<file path="config.mk">
export PLATFORM = sky130hd
export DESIGN_NAME = tl_conflict_monitor
export DESIGN_NICKNAME = d
export VERILOG_FILES = /design/src/rtl/tl_pkg.sv /design/src/rtl/tl_flash_gen.sv /design/src/rtl/tl_conflict_monitor.sv
export SDC_FILE = /design/constraint.sdc
export NUM_CORES = 1
export LEC_CHECK = 0
export ABC_AREA = 1
export CORE_ASPECT_RATIO = 0.7
export CORE_UTILIZATION = 44
export DETAILED_ROUTE_END_ITERATION = 7
export GPL_TIMING_DRIVEN = 0
export PLACE_DENSITY_LB_ADDON = 0.08
export SLEW_MARGIN = 20
export SYNTH_ARGS = -nofsm -noshare
export SYNTH_HDL_FRONTEND = slang
export SYNTH_SLANG_ARGS = --single-unit
</file>
<file path="constraint.sdc">
create_clock -name clk -period 4.69 [get_ports clk]
set_input_delay 0.7035 -clock clk [delete_from_list [all_inputs] [get_ports clk]]
set_output_delay 0.7035 -clock clk [all_outputs]
set_load 0.01 [all_outputs]
</file>
<file path="src/rtl/tl_pkg.sv">
// tl_pkg: shared states, fault codes and lamp patterns for the conflict monitor.
// FLASH_YELLOW_NS_EN selects a yellow-NS / red-WE flash pattern instead of red on both approaches.
package tl_pkg;
   typedef enum logic [1:0] {NORMAL, FLASH, RECOVER} state_t;
   localparam logic [2:0] FC_NONE         = 3'd0;
   localparam logic [2:0] FC_NS_ONEHOT    = 3'd1;
   localparam logic [2:0] FC_WE_ONEHOT    = 3'd2;
   localparam logic [2:0] FC_CONFLICT     = 3'd3;
   localparam logic [2:0] FC_SHORT_YELLOW = 3'd4;
   localparam logic [2:0] FC_GREEN_SKIP   = 3'd5;
   // lamp bit order: {RED_NS, YELLOW_NS, GREEN_NS, RED_WE, YELLOW_WE, GREEN_WE}
   localparam logic [5:0] ALL_RED = 6'b100_100;
   localparam logic [5:0] ALL_OFF = 6'b000_000;
`ifdef FLASH_YELLOW_NS_EN
   localparam logic [5:0] FLASH_ON = 6'b010_100;
`else
   localparam logic [5:0] FLASH_ON = 6'b100_100;
`endif
   function automatic logic [2:0] first_code(input logic [4:0] hits);
      return hits[0] ? FC_NS_ONEHOT :
             hits[1] ? FC_WE_ONEHOT :
             hits[2] ? FC_CONFLICT :
             hits[3] ? FC_SHORT_YELLOW :
             hits[4] ? FC_GREEN_SKIP : FC_NONE;
   endfunction
endpackage

</file>
<file path="src/rtl/tl_flash_gen.sv">
// tl_flash_gen: flash half-period counter and phase; phase_on is the phase the lamps show after this edge.
module tl_flash_gen
   import tl_pkg::*;
#(
   parameter int FLASH_HALF = 8
) (
   input  logic clk,
   input  logic clear_n,
   input  logic enable,
   output logic phase_on
);
   localparam int CW = $clog2(FLASH_HALF + 1);
   localparam logic [CW-1:0] C_LAST = CW'(FLASH_HALF - 1);
   logic [CW-1:0] cnt;
   logic phase;
   logic wrap;
   assign wrap = cnt == C_LAST;
   assign phase_on = phase ^ wrap;
   always_ff @(posedge clk)
      if (!clear_n || !enable) begin
         cnt <= '0;
         phase <= 1'b1;
      end else begin
         cnt <= wrap ? '0 : cnt + 1'b1;
         phase <= phase_on;
      end
endmodule

</file>
<file path="src/rtl/tl_conflict_monitor.sv">
// tl_conflict_monitor: passes legal lamp patterns through one register, latches faults and flashes until recovery.
// FLASH_YELLOW_NS_EN changes the flash-on pattern to yellow NS with red WE.
module tl_conflict_monitor
   import tl_pkg::*;
#(
   parameter int MIN_YELLOW     = 4,
   parameter int FLASH_HALF     = 8,
   parameter int RECOVER_CYCLES = 8
) (
   input  logic       clk,
   input  logic       clear_n,
   input  logic       RED_NS_i,
   input  logic       YELLOW_NS_i,
   input  logic       GREEN_NS_i,
   input  logic       RED_WE_i,
   input  logic       YELLOW_WE_i,
   input  logic       GREEN_WE_i,
   input  logic       fault_ack,
   output logic       RED_NS,
   output logic       YELLOW_NS,
   output logic       GREEN_NS,
   output logic       RED_WE,
   output logic       YELLOW_WE,
   output logic       GREEN_WE,
   output logic       fault,
   output logic [2:0] fault_code
);
   localparam int YW = $clog2(MIN_YELLOW + 1);
   localparam int RW = $clog2(RECOVER_CYCLES + 1);
   localparam logic [YW-1:0] Y_MAX = YW'(MIN_YELLOW);
   localparam logic [RW-1:0] R_LAST = RW'(RECOVER_CYCLES - 1);
   state_t state;
   logic [5:0] in_lamps, prev, lamps;
   logic [YW-1:0] y_ns, y_we;
   logic [RW-1:0] rec_cnt;
   logic [4:0] hits;
   logic [2:0] code;
   logic phase_on;
   assign in_lamps = {RED_NS_i, YELLOW_NS_i, GREEN_NS_i, RED_WE_i, YELLOW_WE_i, GREEN_WE_i};
   assign {RED_NS, YELLOW_NS, GREEN_NS, RED_WE, YELLOW_WE, GREEN_WE} = lamps;
   assign hits = {
      (prev[3] && in_lamps[5]) || (prev[0] && in_lamps[2]),
      (prev[4] && !in_lamps[4] && y_ns < Y_MAX) || (prev[1] && !in_lamps[1] && y_we < Y_MAX),
      !in_lamps[5] && !in_lamps[2],
      !$onehot(in_lamps[2:0]),
      !$onehot(in_lamps[5:3])
   };
   assign code = first_code(hits);
   tl_flash_gen #(.FLASH_HALF(FLASH_HALF)) u_flash (
      .clk      (clk),
      .clear_n  (clear_n),
      .enable   (state == FLASH),
      .phase_on (phase_on)
   );
   always_ff @(posedge clk)
      if (!clear_n) begin
         state <= NORMAL;
         lamps <= ALL_RED;
         fault <= 1'b0;
         fault_code <= FC_NONE;
         prev <= ALL_RED;
         y_ns <= '0;
         y_we <= '0;
         rec_cnt <= '0;
      end else begin
         prev <= in_lamps;
         y_ns <= !in_lamps[4] ? '0 : y_ns == Y_MAX ? y_ns : y_ns + 1'b1;
         y_we <= !in_lamps[1] ? '0 : y_we == Y_MAX ? y_we : y_we + 1'b1;
         case (state)
            NORMAL:
               if (code != FC_NONE) begin
                  state <= FLASH;
                  fault <= 1'b1;
                  fault_code <= code;
                  lamps <= FLASH_ON;
               end else
                  lamps <= in_lamps;
            FLASH:
               if (fault_ack) begin
                  state <= RECOVER;
                  lamps <= ALL_RED;
                  rec_cnt <= '0;
               end else
                  lamps <= phase_on ? FLASH_ON : ALL_OFF;
            // lamps stay solid red; only an unbroken all-red run releases the latch
            RECOVER:
               if (in_lamps != ALL_RED)
                  rec_cnt <= '0;
               else if (rec_cnt == R_LAST) begin
                  state <= NORMAL;
                  fault <= 1'b0;
                  fault_code <= FC_NONE;
                  lamps <= in_lamps;
                  rec_cnt <= '0;
               end else
                  rec_cnt <= rec_cnt + 1'b1;
            default: state <= NORMAL;
         endcase
      end
endmodule
</file>
==> results of run 1 <==
==> flip-flops by register name, indices dropped and copies added (netlist names) <==
register,flops
u_flash.cnt,4
lamps,6
fault_code,3
y_we,3
fault,1
rec_cnt,4
y_ns,3
state,2
prev,4
u_flash.phase,1
==> layer usage <==
metal | track usage, % | share of wire (%)
met1 | 24.4 | 55
met2 | 24.5 | 39
met3 | 5.77 | 5.3
met4 | 4.72 | 0.49
met5 | 0 | 0
==> worst max-delay path: stages <==
cell and delay (ns):
clkdlybuf4s50_1 0.57, inv_1 0.10, fa_1 0.48, nor2_1 0.14, nand2_1 0.12, nor2_4 0.15
nand3_1 0.16, nand2_2 0.15, nand2_1 0.07, nand2_1 0.06, nand3_1 0.06
==> final cells by class <==
type / count / area, um^2 / area share [%]
flip-flops and latches: 31 / 621 / 31.4
repair buffers: 18 / 180 / 9.10
multi-input cells: 143 / 840 / 42.4
well taps: 50 / 62.6 / 3.16
inverters: 38 / 144 / 7.27
clock buffers: 6 / 82.6 / 4.17
clock inverters: 2 / 35.0 / 1.77
plain buffers: 2 / 15.0 / 0.759
==> how the worst max path moves through the flow <==
stage,to,cells after the start,start,slack [ns]
after floorplan,lamps[2]$_SDFFE_PN1P_,10,RED_WE_i,2.61
after global placement,lamps[2]$_SDFFE_PN1P_,11,RED_WE_i,1.81
after detailed placement,lamps[5]$_SDFFE_PN1P_,11,RED_WE_i,1.80
after CTS,lamps[5]$_SDFFE_PN1P_,11,RED_WE_i,2.08
after global routing,lamps[5]$_SDFFE_PN1P_,11,RED_WE_i,1.92
final,lamps[5]$_SDFFE_PN1P_,11,RED_WE_i,2.08
==> cells in the mapped netlist (3+ instances only) <==
cell type / count / area share, %
or2_1: 3 / 1.2
nor2_1: 15 / 3.5
nand2_2: 3 / 1.2
ha_1: 10 / 7.7
nand2_1: 42 / 9.7
dfxtp_1: 31 / 38
nand3_1: 27 / 8.3
a21oi_1: 14 / 4.3
o21ai_0: 7 / 2.2
inv_1: 37 / 8.6
==> logic make-up (layout without fill, tap and decap cells) <==
family	Yosys count	after routing	share of synthesized area, %
AND/OR/NAND/NOR	100	100	29.6
AO/OA/AOI/OAI	28	28	10.4
buffers and inverters	40	66	9.81
flip-flops	31	31	38.3
adder cells (fa/ha/maj)	12	12	10.2
XOR/XNOR	3	3	1.62
==> stage by stage <==
stage / power [mW] / worst slack (ns)
floorplan: 0.651 / 2.61
global placement: 0.768 / 1.81
detailed placement: 0.771 / 1.80
CTS: 1.05 / 2.08
global route: 1.11 / 1.92
finish: 1.04 / 2.08
==> power groups by stage <==
stage          registers [mW]  logic [mW]  clock network, mW
3_5_place_dp            0.342       0.429                  0
5_1_grt                 0.340       0.484              0.288
4_1_cts                 0.336       0.433              0.277
6_report                0.336       0.431              0.269
2_1_floorplan           0.349       0.302                  0
3_3_place_gp            0.341       0.427                  0
==> results_dict.tcl, run 1 <==
set metrics [dict create \
    status "finished, final reports clean" \
    synth-seq-cells 31 \
    clock-sinks 31 \
    portBuffers 18 \
    cts_resized 0 \
    clock_latency_ns 0.28 \
    route.detailed.drc 0 \
    setup_tns_ns 0 \
    ys.flop_type "dfxtp_1" \
    antenna_left 0 \
    internal_power_mw 0.657 \
    htree_levels 2 \
    syn_area_mm2 0.00162 \
    hp-class "flip-flop to flip-flop" \
    grt_remaining_overflow 0 \
    crit_path_start_kind "input port" \
    ys_warn_count 0 \
    seqPwrFrac_pct 32.4 \
    grt_pass1_wl_mm 4.94 \
    fillers 366 \
    path_max_fanout 6 \
    cts_buffer_depth 2 \
    layout_commonest_cell "nand2_1" \
    drtIter0Drc 59 \
    hp-start "u_flash.cnt[0]$_SDFF_PP0_" \
    cts_tree "yes" \
    die_y_um 52.8 \
    skew_ns 0.00588 \
    vias 1342 \
    synth_nets 235 \
    dpl.hpwl_mm 2.37 \
    power_frac_comb_pct 41.6 \
    final_hold_viol_count 0 \
    area_growth_pct 22.3 \
    numCtsBuffers 5 \
    yosysSeqAreaShare_pct 38.3 \
    max_slew_margin_pct 73.1 \
    cap_violations 0 \
    syn_avg_cell_area_um2 7.57 \
    clkTransAtPathRegs_ns 0.06 \
    dieArea_mm2 0.00393 \
    worstPathRequired_ns 4.84 \
    p_leak_nw 0.924 \
    start_util_pct 46.1 \
    gp_congestion 0.781 \
    postCtsSetupBuffers 0 \
    wl_per_cell_um 10.6 \
    firstDrtPassIters 4 \
    ir_drop_mv 0.293 \
    arrival_ns 2.76 \
    syn_inst 214 \
    r2r-start "state[0]$_SDFFE_PN0P_" \
    holdWs_ns 0.446 \
    setup_viol 0 \
    worstSetupPathType "input port to flip-flop" \
    rrSetupSlack_ns 2.83 \
    diodes 0 \
    post_drt_via_cell_ratio 4.63 \
    drive_above_1_share_pct 9.17 \
    synth.distinct_cells 30 \
    final_area_mm2 0.00198 \
    endpoint_kind "flip-flop" \
    slew_viol_final 0 \
    wirelength_mm 3.07 \
    reg2reg_to "rec_cnt[3]$_SDFFE_PN0P_" \
    cts-root-buf "clkbuf_8" \
    p_switching_mw 0.380 \
    row_count 18 \
    rsz0062_at_grt "no" \
    ctsHoldBuffers 0 \
    nets 260 \
    synth_edf_count 0 \
    stdcell_count 290 \
    most-common-layout-cells "nand2_1 (42), inv_1 (37), dfxtp_1 (31)" \
    worstHoldEndpoint "u_flash.cnt[0]$_SDFF_PP0_" \
    async_reset_ff_share_pct 0 \
    worstMarginPinSlew_ns 0.404 \
    r2r_cells 10 \
    hold_path_depth 1 \
    fin_crit_sh_pct 55.7 \
    antenna_found_initial 0 \
    powerDensity_mw_per_mm2 524 \
    min_period_ns 2.61 \
    swShare_pct 36.6 \
    track_usage_pct 17.2 \
    core_region_area_mm2 0.00351 \
    grt_max_degree 11 \
    placed_area_mm2 0.00186 \
    utilization_pct 56.3 \
    clkPwrFrac_pct 26.0 \
    dp_cells 282 \
    max_freq_ghz 0.383 \
    die_x_um 74.5 \
    io_pins 19 \
    grt_pass1_vias 1139 \
]
No activity file was read; power rests on OpenSTA's default activity.
==> inputs of run 2 (changes only) <==
clock period = 2.6 ns   (was 4.69 ns; I/O delays follow)
==> results of run 2 <==
The final DEF is identical to that of run 1. Status: finished, final reports clean.
Main changes from that run: setup slack after placement 1.80 ns -> 0.0211 ns; setup slack after layout 2.08 ns -> 0.302 ns; register-to-register setup slack 2.83 ns -> 0.74 ns; total power 1.04 mW -> 1.87 mW; worst IR drop on VDD 0.293 mV -> 0.529 mV
